<file path="src/rtl/varredor_canais.sv">
// varredor_canais: masked 8-channel mux scanner; iniciar/continuo/mascara in, endereco out, dados_selecionados sampled after ESPERA settle cycles, dado_saida/canal_saida/valido with pronto handshake, ocupado and fim_varredura status
module varredor_canais #(
  parameter int LARGURA = 8,
  parameter int ESPERA  = 1
) (
  input  logic               clk,
  input  logic               rst,
  input  logic               iniciar,
  input  logic               continuo,
  input  logic [7:0]         mascara,
  output logic [2:0]         endereco,
  input  logic [LARGURA-1:0] dados_selecionados,
  output logic [LARGURA-1:0] dado_saida,
  output logic [2:0]         canal_saida,
  output logic               valido,
  input  logic               pronto,
  output logic               ocupado,
  output logic               fim_varredura
);
  typedef enum logic [2:0] {OCIOSO, BUSCA, ESTABILIZA, ENTREGA, FIM} estado_t;
  estado_t estado_q, estado_d;
  logic [2:0] canal_q, canal_d, canal_saida_q, canal_saida_d;
  logic [3:0] cont_q, cont_d;
  logic [7:0] masc_q, masc_d;
  logic [LARGURA-1:0] dado_q, dado_d;
  always_comb begin
    estado_d = estado_q;
    canal_d = canal_q;
    canal_saida_d = canal_saida_q;
    cont_d = cont_q;
    masc_d = masc_q;
    dado_d = dado_q;
    case (estado_q)
      OCIOSO:
        if (iniciar && |mascara) begin
          masc_d = mascara;
          canal_d = '0;
          estado_d = BUSCA;
        end
      BUSCA:
        if (masc_q[canal_q]) begin
          cont_d = 4'(ESPERA - 1);
          estado_d = ESTABILIZA;
        end else if (canal_q == 3'd7) estado_d = FIM;
        else canal_d = canal_q + 3'd1;
      ESTABILIZA:
        if (cont_q == '0) begin
          dado_d = dados_selecionados;
          canal_saida_d = canal_q;
          estado_d = ENTREGA;
        end else cont_d = cont_q - 4'd1;
      ENTREGA:
        if (pronto) begin
          estado_d = canal_q == 3'd7 ? FIM : BUSCA;
          canal_d = canal_q == 3'd7 ? canal_q : canal_q + 3'd1;
        end
      FIM:
        if (continuo && |mascara) begin
          masc_d = mascara;
          canal_d = '0;
          estado_d = BUSCA;
        end else estado_d = OCIOSO;
      default: estado_d = OCIOSO;
    endcase
  end
  always_ff @(posedge clk or posedge rst) begin
    if (rst) begin
      estado_q <= OCIOSO;
      canal_q <= '0;
      canal_saida_q <= '0;
      cont_q <= '0;
      masc_q <= '0;
      dado_q <= '0;
    end else begin
      estado_q <= estado_d;
      canal_q <= canal_d;
      canal_saida_q <= canal_saida_d;
      cont_q <= cont_d;
      masc_q <= masc_d;
      dado_q <= dado_d;
    end
  end
  assign endereco = canal_q;
  assign dado_saida = dado_q;
  assign canal_saida = canal_saida_q;
  assign valido = estado_q == ENTREGA;
  assign ocupado = estado_q != OCIOSO;
  assign fim_varredura = estado_q == FIM;
endmodule

</file>
<file path="config.mk">
export PLATFORM = sky130hd
export DESIGN_NAME = varredor_canais
export DESIGN_NICKNAME = d
export VERILOG_FILES = /design/src/rtl/varredor_canais.sv
export SDC_FILE = /design/constraint.sdc
export NUM_CORES = 1
export LEC_CHECK = 0
export ABC_AREA = 1
export BUFFER_PORTS_ARGS = -buffer_cell sky130_fd_sc_hd__buf_2
export CAP_MARGIN = 0
export CORE_UTILIZATION = 48
export CTS_BUF_LIST = sky130_fd_sc_hd__clkbuf_16
export DETAILED_ROUTE_END_ITERATION = 12
export GPL_ROUTABILITY_DRIVEN = 0
export HOLD_SLACK_MARGIN = 0.1
export PLACE_DENSITY_LB_ADDON = 0.12
export SYNTH_ARGS = -nofsm -noshare
export SYNTH_HDL_FRONTEND = slang
export SYNTH_SLANG_ARGS = --single-unit
</file>
<file path="constraint.sdc">
create_clock -name clk -period 1.4 [get_ports clk]
set_input_delay 0.28 -clock clk [delete_from_list [all_inputs] [get_ports clk]]
set_output_delay 0.28 -clock clk [all_outputs]
set_load 0.01 [all_outputs]
</file>
## Yosys cells after proc, flatten, opt, wreduce, memory -nomap -nowiden

Index checks and enable logic that the tools add are counted.

| word-level totals | value |
|---|---|
| register bits after elaboration | 29 |
| input bits | 21 |
| output and inout port bits | 17 |
| logic and storage cells | 58 |

| operators by class | value |
|---|---|
| add/subtract/negate cells | 2 |
| $lt $le $gt $ge | 1 |
| equal/unequal tests | 13 |
| multiplexer cells | 22 |
| reductions and logical operators | 14 |

Operators by type and width:

| kind | count |
|---|---|
| $mux 3 | 11 |
| $mux 8 | 2 |
| $pmux 8 s2 | 1 |
| $pmux 3 s5 | 1 |
| $pmux 3 s4 | 1 |
| $ne 2x2->1 const B | 5 |
| $mux 4 | 2 |
| $pmux 4 s2 | 1 |
| $reduce_or 8->1 | 1 |
| $eq 3x2->1 const B | 2 |
| $eq 3x3->1 const B | 2 |
| $reduce_and 3->1 | 2 |
| $reduce_and 5->1 | 1 |
| $logic_not 4->1 | 1 |
| $lt 3x4->1 const B | 1 |
| $ne 2x1->1 const B | 2 |
| $reduce_and 4->1 | 1 |
| $reduce_bool 2->1 | 2 |
| $reduce_bool 4->1 | 1 |
| $sub 4x1->4 const B | 1 |
| $add 3x1->3 const B | 1 |
| $bmux 1 s3 | 1 |
| $eq 3x1->1 const B | 1 |
| $logic_not 3->1 | 1 |
| other kinds (5) | 7 |

## Logic depth before layout (Yosys ltp)

| depth | value |
|---|---|
| depth in word-level cells | 4 |
| gate-level depth with buffers | 10 |
| mapped depth without buffers | 10 |

## Worst setup path after synthesis

Ideal clock, no wire load.

| timing | value |
|---|---|
| path type | flip-flop to flip-flop |
| start point | register canal_q[0], in the netlist endereco[0] |
| end point | register canal_q[0], in the netlist endereco[0] |
| setup time | 0.121 ns |
| arrival | 1.442 ns |
| required time | 1.279 ns |
| path slack | -0.163 ns |
| cell stages (with the launch flop) | 11 |
| buffers on the path | 0 |
| clock period less this slack | 1.563 ns |
| cells stage by stage | dfrtp_1 ha_1 ha_1 inv_1 nand3_1 nand2_1 nand2_1 inv_1 nand3_1 o21bai_1 nand2_1 |

| between the ends | value |
|---|---|
| cells in the longest elaborated chain, start to end | 4 |
| elaborated cells on any way between the ends | 10 |
| those cells by class | add/sub: 1; eq/ne: 2; mux: 6; reduce/logical: 1 |

RTL lines:

| element | line | source |
|---|---|---|
| from (decl) | 22 | `logic [2:0] canal_q, canal_d, canal_saida_q, canal_saida_d;` |
| from (signal assigned) | 76 | `canal_q <= canal_d;` |
| $add 3x1->3 (tied with other cells) | 45, 55 |  |
| $mux 3 / $mux 1 (equally long branches) | 44, 55, 41 |  |
| $mux 3 (tied with other cells) | 53 | `if (pronto) begin` |
| $pmux 3 s4 / $reduce_and 5->1 (equally long branches) | -- |  |

Parallel ways exist; a longest one is shown, timed or not. The select of a mux whose other input is x is not followed.
A chain may end at the register's enable or synchronous reset.

## Worst setup path in the final report

| timing | value |
|---|---|
| start point | register cont_q[1] |
| end point | register estado_q[0] |

| between the ends | value |
|---|---|
| cells in the longest elaborated chain, start to end | 3 |

RTL lines:

| element | line | source |
|---|---|---|
| from (decl) | 23 | `logic [3:0] cont_q, cont_d;` |
| from (signal assigned) | 78 | `cont_q <= cont_d;` |
| $logic_not 4->1 | 47 | `if (cont_q == '0) begin` |
| $ne 2x2->1 (no line) | -- |  |
| $reduce_and 4->1 (no line) | -- |  |
| to (signal assigned) | 75 | `estado_q <= estado_d;` |
| to (decl) | 21 | `estado_t estado_q, estado_d;` |

No other way between the ends.

==> results.yml <==
synthesis:
  yosys_most_used_dff: "dfrtp_1"
  synth_edf_count: 0
  synth_top_area_cell: "dfrtp_1"
  synthesis.nets: 205
  synth.area.top_cells: "dfrtp_1 45%, nand2_1 8.4%, nand3_1 5.9%, inv_1 5.6%, o21ai_2 4.3%"
  ys_types: 29
  ys_warn_count: 0
  synth-seq-cells: 29
  async_flop_share_pct: 100
  synthesis.area_um2: 1610
  synth-seq-area-share_pct: 45.0
  syn_area_per_cell_um2: 8.97
  yosysTopAreaCellShare_pct: 45.0
  postSynthCellCount: 180
drt:
  vias: 1507
  drt_iter0_markers: 36
  routed_wl_mm: 4.15
  ant_nets: 0
  drtPass1Iterations: 4
  drcViolationCount: 0
  wire_per_inst_um: 13.9
  vias_per_cell: 5.06
die:
  die_y_um: 60.0
  io_pins: 38
  start_util_pct: 51.6
  die_area_um2: 3600
  core_area_um2: 3130
  dieWidth_um: 60.0
  fp-row-count: 20
sta:
  setup_viol: 27
  rsz0062_at_grt: "true"
  timing.fmax_mhz: 635
  min_period_ns: 1.57
  timing.hold.ws_ns: 0.225
  fin_ws_ns: -0.174
  hold_violations: 0
  fin_crit_sh_pct: 112
  setup-tns-final_ns: -2.33
  tightestPinTransition_ns: 0.355
  maxSlewHeadroom_pct: 76.2
  fin_skew_ns: 0.00288
  final_max_slew_viol_count: 0
power_and_ir_drop:
  static-leakage-power_nw: 1.22
  p_per_area_nw_per_um2: 2100
  ir_drop_v: 0.00131
worst_setup_path:
  critPathTopFamily: "simple AND/OR/NAND/NOR gates"
  cp_cell_sequence: "inv_2, ha_4, nor3b_4, buf_4, nor2_4, inv_2, nand2_2, a21oi_4, nand2_2, nand2_1, nand2_1"
  arrival_ns: 1.74
  worstSetupStartpointType: "flop"
  worst-path-stages: 11
  path_buf_inv: 3
  cp_slowest_cell: "dfrtp_1"
  cp.required_ns: 1.57
  end_kind: "flop"
  setup.worst_path.class: "reg2reg"
  cp_max_fo: 3
  crit_path_max_incr_delay_ns: 0.39
  rr_worst_depth: 11
layout:
  syn_to_final_growth_pct: 47.5
  drive_gt1_share_pct: 55.1
  regArea_um2: 728
  fillers: 230
  final_cells: 298
  multi_input_area_um2: 892
  diodes: 0
  final_nets: 278
clocking:
  cts_root_buf: "clkbuf_16"
  htreeDepth: 2
  cts_buffer_depth: 2
  cts_num_sinks: 29
  clock_latency_ns: 0.28
  cts_tree: "built"
  cts_inserted_buffers: 5
  path_clk_slew_ns: 0.05
status:
  status: "finished, violations left"
  failed_checks: "negative setup slack"
global_route:
  grt_max_degree: 19
  overflow: 0
  grt_pass1_wl_mm: 6.58
  antenna_found_initial: 0
  grt_usage_pct: 25.5
  grt_pass1_vias: 1557
placed_design:
  numPortBuffers: 37
  hpwl_mm: 2.70
  place_ws_ns: -0.154
  place_inst: 276
min_path:
  hp-class: "in2reg"
  hold_path_depth: 3
flow_run:
  maxCapViolations: 0
-- registers in the layout, summed over array words and instances, names as in the netlist --
register,flops
dado_saida,8
masc_q,8
cont_q,4
canal_saida,3
endereco,3
estado_q,3
-- routing by layer --
metal,GRT usage [%],share of wire (%),vias up
met2,46.5,53,50
met1,27.8,39,721
met5,0,0,-
met3,4.55,4.8,14
li1,-,-,722
met4,13.3,3.1,0
-- metrics by stage --
stage                     instance area, um2  total power, mW  utilization, %
after detailed placement                2010             3.58            64.4
after floorplan                         1670             2.98               -
after CTS                               2270             4.80            72.7
after global placement                  2010             3.49            64.4
final                                   2380             5.00            76.1
after global routing                    2380             5.36            76.1
-- what timing repair did --
item                                    CTS  global route
hold buffers                              1             0
endpoints found under the hold margin    29             0
gates resized for setup                   9            25
setup buffers                             9             3
cloned                                    1             0
pin swaps                                10             7
endpoints found under the setup margin   24            32
-- path summary, 6_finish.rpt --
| check | start | endpoint | slack, ns |
|---|---|---|---|
| setup / recovery | cont_q[1] | estado_q[0] | -0.17 |
| hold / removal | mascara[5] | masc_q[5] | 0.22 |
| setup reg to reg | cont_q[1] | estado_q[0] | -0.17 |
| hold reg to reg | dado_saida[0] | dado_saida[0] | 0.50 |
| max in group asynchronous | rst | endereco[0] | 0.59 |
| min in group asynchronous | rst | masc_q[1] | 0.55 |
-- cell type report --
cell class / instances / share of cell area (%)
clock buffer: 5 / 5.25
clock inverter: 3 / 0.736
inverter: 31 / 4.99
multi-input combinational: 119 / 37.5
sequential: 29 / 30.6
tap: 44 / 2.31
timing repair buffer: 67 / 18.7
-- logic make-up (layout without fill, tap and decap cells) --
family / after synthesis / in the layout / synth area share, %
buffers and inverters: 33 / 106 / 9.30
XOR/XNOR: 1 / 1 / 0.543
AND/OR/NAND/NOR: 82 / 83 / 25.7
AO/OA/AOI/OAI: 23 / 23 / 9.92
flip-flops: 29 / 29 / 45.0
adder cells (fa/ha/maj): 4 / 4 / 3.10
multiplexers: 8 / 8 / 6.51
-- synth_stat cells (3+ instances only) --
library cell   n
dfrtp_1       29
ha_1           4
nand3_1       19
o21ai_1        3
nor2_1        11
o21bai_1       3
mux2_4         4
nor2_2         5
inv_1         24
o21ai_2        8
nand2_1       36
nand2_2        5
o21ai_0        5
mux2_2         4
inv_2          6
-- worst reg2reg max path: stages, from the launching register on --
cell and delay (ns):
dfrtp_1 0.39, inv_2 0.09, ha_4 0.13, nor3b_4 0.19, buf_4 0.15, nor2_4 0.04
inv_2 0.07, nand2_2 0.06, a21oi_4 0.15, nand2_2 0.09, nand2_1 0.06, nand2_1 0.04
-- placed cells by master, fill, tap and decap left out, drive strengths merged --
cell type / count
mux2: 8
o21bai: 3
clkbuf: 5
clkinv: 2
a21oi: 2
nor3b: 1
nor2: 17
ha: 4
dlygate4sd3: 1
xor2: 1
nand3: 20
o22ai: 1
a22oi: 1
nand2: 44
inv: 31
buf: 66
o21ai: 16
nand4: 1
clkinvlp: 1
dfrtp: 29
-- where the power goes --
part           internal (mW)  switching, mW  total (mW)
Combinational           1.11           1.49        2.60
Sequential              1.18          0.186        1.37
Clock                  0.650          0.380        1.03
(Power assumes the default switching activity.)
